## src/rtl/i2s_receiver.sv

```systemverilog
// I2S receiver: oversampled BCK/LRCK/DATA capture into stereo sample pairs.
// Detects short/long slots, keeps pair integrity and counts framing errors.
module i2s_receiver #(
    parameter int DATA_WIDTH = 24,
    parameter int SLOT_WIDTH = 32
) (
    input  logic                  clk,
    input  logic                  rst_n,
    input  logic                  BCK_ADAU,
    input  logic                  LRCK_ADAU,
    input  logic                  DATA_ADAU,
    output logic [DATA_WIDTH-1:0] left_sample,
    output logic [DATA_WIDTH-1:0] right_sample,
    output logic                  sample_valid,
    output logic                  frame_err,
    output logic [7:0]            err_count
);

    typedef enum logic [1:0] {
        IDLE,
        SHIFT,
        PAD
    } state_t;

    localparam int CW = 7;
    localparam logic [CW-1:0] DW_C = CW'(DATA_WIDTH);
    localparam logic [CW-1:0] SW_C = CW'(SLOT_WIDTH);

    logic [1:0]            bck_sync_q;
    logic [1:0]            lrck_sync_q;
    logic [1:0]            data_sync_q;
    logic                  bck_prev_q;

    logic                  bck_s;
    logic                  lrck_s;
    logic                  data_s;
    logic                  bck_evt;
    logic                  boundary;

    state_t                state_q, state_d;
    logic [CW-1:0]         bit_cnt_q, bit_cnt_d;
    logic                  chan_q, chan_d;
    logic                  lrck_last_q, lrck_last_d;
    logic                  armed_q, armed_d;
    logic                  left_ok_q, left_ok_d;
    logic [DATA_WIDTH-1:0] shift_q, shift_d;
    logic [DATA_WIDTH-1:0] left_hold_q, left_hold_d;

    logic [DATA_WIDTH-1:0] shift_nx;
    logic [CW-1:0]         cnt_inc;
    logic                  load_pair;
    logic                  err_pulse;

    logic [DATA_WIDTH-1:0] left_q;
    logic [DATA_WIDTH-1:0] right_q;
    logic                  valid_q;
    logic                  err_q;
    logic [7:0]            err_cnt_q;

    assign bck_s    = bck_sync_q[1];
    assign lrck_s   = lrck_sync_q[1];
    assign data_s   = data_sync_q[1];
    assign bck_evt  = bck_s & ~bck_prev_q;
    assign boundary = lrck_s ^ lrck_last_q;
    assign shift_nx = {shift_q[DATA_WIDTH-2:0], data_s};
    assign cnt_inc  = bit_cnt_q + 1'b1;

    // Two-flop synchronizers plus BCK edge history register.
    always_ff @(posedge clk or negedge rst_n) begin
        if (!rst_n) begin
            bck_sync_q  <= '0;
            lrck_sync_q <= '0;
            data_sync_q <= '0;
            bck_prev_q  <= 1'b0;
        end else begin
            bck_sync_q  <= {bck_sync_q[0], BCK_ADAU};
            lrck_sync_q <= {lrck_sync_q[0], LRCK_ADAU};
            data_sync_q <= {data_sync_q[0], DATA_ADAU};
            bck_prev_q  <= bck_s;
        end
    end

    // Slot FSM state and datapath registers.
    always_ff @(posedge clk or negedge rst_n) begin
        if (!rst_n) begin
            state_q     <= IDLE;
            bit_cnt_q   <= '0;
            chan_q      <= 1'b0;
            lrck_last_q <= 1'b0;
            armed_q     <= 1'b0;
            left_ok_q   <= 1'b0;
            shift_q     <= '0;
            left_hold_q <= '0;
        end else begin
            state_q     <= state_d;
            bit_cnt_q   <= bit_cnt_d;
            chan_q      <= chan_d;
            lrck_last_q <= lrck_last_d;
            armed_q     <= armed_d;
            left_ok_q   <= left_ok_d;
            shift_q     <= shift_d;
            left_hold_q <= left_hold_d;
        end
    end

    // Next-state logic; acts only on BCK events. The first event after
    // reset just samples LRCK so a mid-slot release cannot fake a boundary.
    always_comb begin
        state_d     = state_q;
        bit_cnt_d   = bit_cnt_q;
        chan_d      = chan_q;
        lrck_last_d = lrck_last_q;
        armed_d     = armed_q;
        left_ok_d   = left_ok_q;
        shift_d     = shift_q;
        left_hold_d = left_hold_q;
        load_pair   = 1'b0;
        err_pulse   = 1'b0;
        if (bck_evt) begin
            lrck_last_d = lrck_s;
            armed_d     = 1'b1;
            if (armed_q) begin
                unique case (state_q)
                    IDLE: begin
                        left_ok_d = 1'b0;
                        if (boundary) begin
                            state_d   = SHIFT;
                            bit_cnt_d = '0;
                            chan_d    = lrck_s;
                        end
                    end
                    SHIFT: begin
                        if (boundary) begin
                            err_pulse = 1'b1;
                            left_ok_d = 1'b0;
                            bit_cnt_d = '0;
                            chan_d    = lrck_s;
                            shift_d   = '0;
                        end else begin
                            shift_d   = shift_nx;
                            bit_cnt_d = cnt_inc;
                            if (cnt_inc == DW_C) begin
                                state_d = PAD;
                                if (!chan_q) begin
                                    left_hold_d = shift_nx;
                                    left_ok_d   = 1'b1;
                                end else begin
                                    load_pair = left_ok_q;
                                    left_ok_d = 1'b0;
                                end
                            end
                        end
                    end
                    PAD: begin
                        if (boundary) begin
                            state_d   = SHIFT;
                            bit_cnt_d = '0;
                            chan_d    = lrck_s;
                        end else begin
                            bit_cnt_d = cnt_inc;
                            if (cnt_inc >= SW_C) begin
                                err_pulse = 1'b1;
                                left_ok_d = 1'b0;
                                state_d   = IDLE;
                            end
                        end
                    end
                    default: state_d = IDLE;
                endcase
            end
        end
    end

    // Output words, one-cycle pulses and saturating error counter.
    always_ff @(posedge clk or negedge rst_n) begin
        if (!rst_n) begin
            left_q    <= '0;
            right_q   <= '0;
            valid_q   <= 1'b0;
            err_q     <= 1'b0;
            err_cnt_q <= '0;
        end else begin
            valid_q <= load_pair;
            err_q   <= err_pulse;
            if (load_pair) begin
                left_q  <= left_hold_q;
                right_q <= shift_nx;
            end
            if (err_pulse && (err_cnt_q != 8'hFF)) begin
                err_cnt_q <= err_cnt_q + 8'd1;
            end
        end
    end

    assign left_sample  = left_q;
    assign right_sample = right_q;
    assign sample_valid = valid_q;
    assign frame_err    = err_q;
    assign err_count    = err_cnt_q;

endmodule

```

## config.mk

```make
export PLATFORM = sky130hd
export DESIGN_NAME = i2s_receiver
export DESIGN_NICKNAME = d
export VERILOG_FILES = /design/src/rtl/i2s_receiver.sv
export SDC_FILE = /design/constraint.sdc
export NUM_CORES = 1
export LEC_CHECK = 0
export CAP_MARGIN = 20
export CORE_MARGIN = 2
export CORE_UTILIZATION = 34
export CTS_BUF_LIST = sky130_fd_sc_hd__clkbuf_4 sky130_fd_sc_hd__clkbuf_8 sky130_fd_sc_hd__clkbuf_16
export DETAILED_ROUTE_END_ITERATION = 16
export SLEW_MARGIN = 20
export SYNTH_ARGS = -nofsm -noshare
export SYNTH_HDL_FRONTEND = slang
export SYNTH_SLANG_ARGS = --single-unit
```

## constraint.sdc

```tcl
create_clock -name clk -period 3.2 [get_ports clk]
set_clock_uncertainty 0.15 [all_clocks]
set_input_delay 0.48 -clock clk [delete_from_list [all_inputs] [get_ports clk]]
set_output_delay 0.48 -clock clk [all_outputs]
set_load 0.01 [all_outputs]
```

Word level (Yosys, flattened, before mapping) --
Index checks and enable logic that the tools add are counted.
Word-level totals: bits in registers 125
Cells by class: add/sub/neg operators 2, reduce and logical (&&, ||, !) cells 12, multiplexer cells 28, equality and inequality tests 11, bitwise operators 5, $lt $le $gt $ge 1
Operator list (count):
- $mux 23 | 1
- $reduce_and 6->1 | 3
- $mux 1 | 16
- $mux 7 | 2
- $pmux 7 s2 | 1
- $mux 2 | 5
- $ne 2x2->1 const B | 5
- $add 8x1->8 const B | 1
- $ne 8x8->1 const B | 1
- $reduce_and 4->1 | 2
- $add 7x1->7 const B | 1
- $eq 7x5->1 const B | 1
- $ge 7x6->1 const B | 1
- $ne 3x3->1 const B | 2
- $pmux 2 s3 | 1
- $not 1->1 | 3
- $pmux 1 s3 | 1
- $reduce_and 3->1 | 1
- $reduce_bool 3->1 | 1
- $reduce_or 3->1 | 1
- $eq 2x1->1 const B | 1
- $eq 2x2->1 const B | 1
- $logic_not 2->1 | 1
- $pmux 1 s2 | 1
- 5 further kinds | 5

Depth between registers and ports, before layout --
word-level depth 8, depth in mapped cells 8, depth with buffers taken out 6

Worst setup path before layout --
Ideal clock, no wire load.
kind flip-flop to flip-flop, start reg bit_cnt_q[0], end reg right_q[12] (netlist: right_sample[12]), stages on the path, launching flop included 9, period minus slack after synthesis 2.455 ns, setup slack 0.745 ns, arrival 2.180 ns, setup time 0.125 ns, cell sequence dfrtp_1 ha_1 xnor2_1 nor4b_2 o32ai_2 nor3_4 buf_6 buf_6 mux2_2
Between the ends: word-level cells in the longest chain between the ends 7
Ends and longest elaborated chain:
- from (decl) | line 41 | logic [CW-1:0] bit_cnt_q, bit_cnt_d;
- from (signal assigned) | line 96 | bit_cnt_q <= bit_cnt_d;
- $add 7x1->7 | line 66 | assign cnt_inc = bit_cnt_q + 1'b1;
- $eq 7x5->1 | line 142 | if (cnt_inc == DW_C) begin
- $mux 1 | line 142
- $mux 1 | line 133 | if (boundary) begin
- $mux 1 | line 123 | unique case (state_q)
- $mux 1 | line 122 | if (armed_q) begin
- $mux 1 | line 119 | if (bck_evt) begin
- named net load_pair | line 51 | logic load_pair;
- to (signal assigned) | line 187 | right_q <= shift_nx;
- to (decl) | line 55 | logic [DATA_WIDTH-1:0] right_q;
The timed path passes the listed nets, and every way through them passes these cells. A chain may end at the register's enable or synchronous reset.

Worst setup path in the final report --
start reg bit_cnt_q[0], end reg left_hold_q[19]
Between the ends: word-level cells in the longest chain between the ends 3
Ends and longest elaborated chain:
- $add 7x1->7 | line 66
- $eq 7x5->1 | line 142
- $reduce_and 6->1 (no source line)
- to (signal assigned) | line 102 | left_hold_q <= left_hold_d;
- to (decl) | line 47 | logic [DATA_WIDTH-1:0] left_hold_q, left_hold_d;
No other way between the ends.

==> results.md <==
* Outcome: finished clean
* Vias in the first global route at 3259
* Layout Nets at between 400 and 500
* Power share of the combinational group at 0.073
* Arrival time worst endpoint at roughly 2.8 ns
* Final Max Tran Viols at 0
* Syn nets at 404
* Seq/Total Area, Yosys at 0.616
* Core Util, Final at 0.452
* FP Rows at 44
* Worst path cell trace: ha_1 -> nand3_1 -> a211oi_1 -> o32ai_2 -> nor3_4 -> buf_4 -> mux2_2
* Unrepaired setup endpoints after global routing: no
* Total CTS buffers at 17
* Crit end category: flip-flop
* Cell Pwr Density at ~630 mW/mm^2
* Max cap viols at 0
* H-tree depth at 4
* Peak VDD IR at roughly 470 uV
* CTS resizes at 0
* Core footprint at 0.0146 mm^2
* Critical-path top delay cell: dfrtp_1
* IO Port Bufs at 62
* Top_reg_cell synth: dfrtp_1
* Setup Buffers After CTS at 0
* Lkg Pwr at 3.04 nW
* Highest-count cells in the layout ignoring fill and taps: 125 x dfrtp_1, 75 x mux2_2, 61 x nand2_1, 61 x clkdlybuf4s50_1, 34 x o21ai_0
* Area leader, netlist: dfrtp_1
* EDFF count, synth at 0
* Endpoint, Worst Hold: lrck_sync_q[1]$_DFF_PN0_
* Routed vias/inst at 4.83
* Iter 0 DRT Violations at about 160
* Mapped cell area at roughly 0.0051 mm^2
* Layout cell share with drive strength beyond 1 at 0.252
* Detailed-route via count at 3192
* GR Overflow Total at 0
* Pin count of the biggest net entering global routing at 80
* Reg2reg setup slack at 0.51 ns
* DRC at 0
* Cell Int Power at about 3.2 mW
* Root buffer cell: clkbuf_16
* Slew @ Worst Pin at 0.726 ns
* Largest stage delay, worst path at 0.46 ns
* Post-DP HPWL at 6180 um
* Switching Share at 0.229
* Antenna viol nets, final at 0
* Antenna Cells at 0
* Routed WL at between 9000 and 10000 um
* Die X at 126 um
* Fillers at between 1000 and 1500
* Per-cell routed wire length at roughly 15 um
* Clock latency on the worst-skew pair at 0.41 ns
* Top Ports at 63
* Crit Path Max Fanout at 24
* Final Critical Period at 2.69 ns
* Die height at 126 um
* Post-synthesis cell type count at between 40 and 50
* Worst EP required at 3.34 ns
* Headroom to the max-slew limit at 0.509
* CP Launch Type: flip-flop
* Hold crit path type: reg2reg
* Synth top area cells: dfrtp_1 62%, mux2_2 17%, nand2_1 4.5%, o21ai_0 3.4%, ha_1 1.7%
* RePlAce Congestion at roughly 0.72
* Fin crit share at 0.840
* Peak Freq at about 370 MHz
* Top-area cell type share of the netlist area at 0.616
* Hold_sp: lrck_sync_q[0]$_DFF_PN0_
* Syn Inst Count at 392
* Critical path class: reg2reg
* Asr flop ratio synth at 1.00
* Hold Fails Final Rpt at 0
* Yosys warnings at 0
* Initial Util at 0.348
* First-pass GRT wire length at 16600 um
* Reg-to-Reg End: left_hold_q[19]$_DFFE_PN0P_
* R2R depth at 7
* Setup violations, final at 0
* CTS tree: done
* CTS clk-pin slew, worst paths at 0.05 ns
* R2R Path Start: bit_cnt_q[0]$_DFFE_PN0P_
* Setup_tns at 0 ns
* Switching pwr at 0.946 mW
* Syn_area_per_cell at about 13 um^2
* Die ar. at roughly 0.016 mm^2
* Hold path depth at 0
* Reg power frac at 0.414
* Initial antenna violation count at 0
* P&R area growth vs syn at 29.8%
* Max clock buf depth at 2
* CTS Hold Buffers Added at 1
* Aggregate global-route resource usage at 0.131
* Clock power share at 0.513
* DR pass1 iterations at 5
* Commonest non-fill, non-tap cell in the layout: dfrtp_1
* Num Clock Sinks at 125
* FF+latch count, synth at 125
## per-layer routing
layer,track usage,share of wire,up-vias
met4,0.0401,0.0069,0
met5,0,0,-
met3,0.0518,0.046,5
met2,0.203,0.49,64
met1,0.172,0.46,1598
li1,-,-,1525
## cell usage after synthesis (all sizes together), types with 4 or more instances
cell type / instances
dfrtp: 125
mux2: 75
nand2: 61
o21ai: 34
clkbuf: 9
nor2: 8
xor2: 8
buf: 7
ha: 7
nand3: 7
nor3: 5
nand2b: 4
## critical path: cells and delay by family (launching register included)
family	cells	cell delay, ns
AOI/OAI and AO/OA	2	0.53
adders and majority gates	1	0.34
buffers and inverters	1	0.37
DFF	1	0.46
muxes	1	0.39
and+or+nand+nor	2	0.33
## worst max-delay path by stage
stage / cells after the start / start / to
after floorplan: 8 / bit_cnt_q[0]$_DFFE_PN0P_ / right_sample[12]$_DFFE_PN0P_
after global placement: 7 / bit_cnt_q[0]$_DFFE_PN0P_ / left_hold_q[7]$_DFFE_PN0P_
after detailed placement: 7 / bit_cnt_q[0]$_DFFE_PN0P_ / left_hold_q[22]$_DFFE_PN0P_
after CTS: 7 / bit_cnt_q[0]$_DFFE_PN0P_ / left_hold_q[19]$_DFFE_PN0P_
after global routing: 7 / bit_cnt_q[0]$_DFFE_PN0P_ / left_hold_q[19]$_DFFE_PN0P_
final: 7 / bit_cnt_q[0]$_DFFE_PN0P_ / left_hold_q[19]$_DFFE_PN0P_
## sequential cells by signal, summed over array words and instances, names as in the netlist, 2 cells and up
register,count
err_count,8
lrck_sync_q,2
bit_cnt_q,7
right_sample,24
left_hold_q,24
data_sync_q,2
left_sample,24
shift_q,23
bck_sync_q,2
state_q,2
## layout make-up
class,instances,area [um^2],area share
clock buffer,19,453,0.0687
clock inverter,13,210,0.0319
inverter,3,11.3,0.00171
multi-input combinational,248,1860,0.282
sequential,125,3130,0.475
tap,184,230,0.0349
timing repair buffer,69,698,0.106
## through the flow
stage / setup slack [ns] / total power [mW] / cells / area [um^2] / hold WS [ns]
2_1_floorplan: 0.745 / 1.90 / 392 / 5080 / 0.0344
6_report: 0.512 / 4.13 / 661 / 6590 / 0.200
4_1_cts: 0.523 / 4.18 / 661 / 6590 / 0.203
5_1_grt: 0.353 / 4.31 / 661 / 6590 / 0.203
3_3_place_gp: 0.588 / 2.03 / 628 / 5920 / 0.183
3_5_place_dp: 0.530 / 2.04 / 628 / 5920 / 0.190
## cell families (layout without fill, tap and decap cells)
logic type	count (synthesis)	in the layout	share of synthesized area
DFF	125	125	0.616
and+or+nand+nor	105	105	0.103
muxes	75	75	0.166
AOI/OAI and AO/OA	51	51	0.0609
buffers and inverters	19	104	0.0192
xor gates and xnor gates	10	10	0.0172
adders and majority gates	7	7	0.0172
## power by group through the flow
stage	clock, mW	sequential (mW)	combinational [mW]
floorplan	0	1.73	0.175
global placement	0	1.73	0.298
detailed placement	0	1.74	0.305
CTS	2.17	1.71	0.309
global route	2.25	1.72	0.347
finish	2.12	1.71	0.301
(Power assumes the default switching activity.)
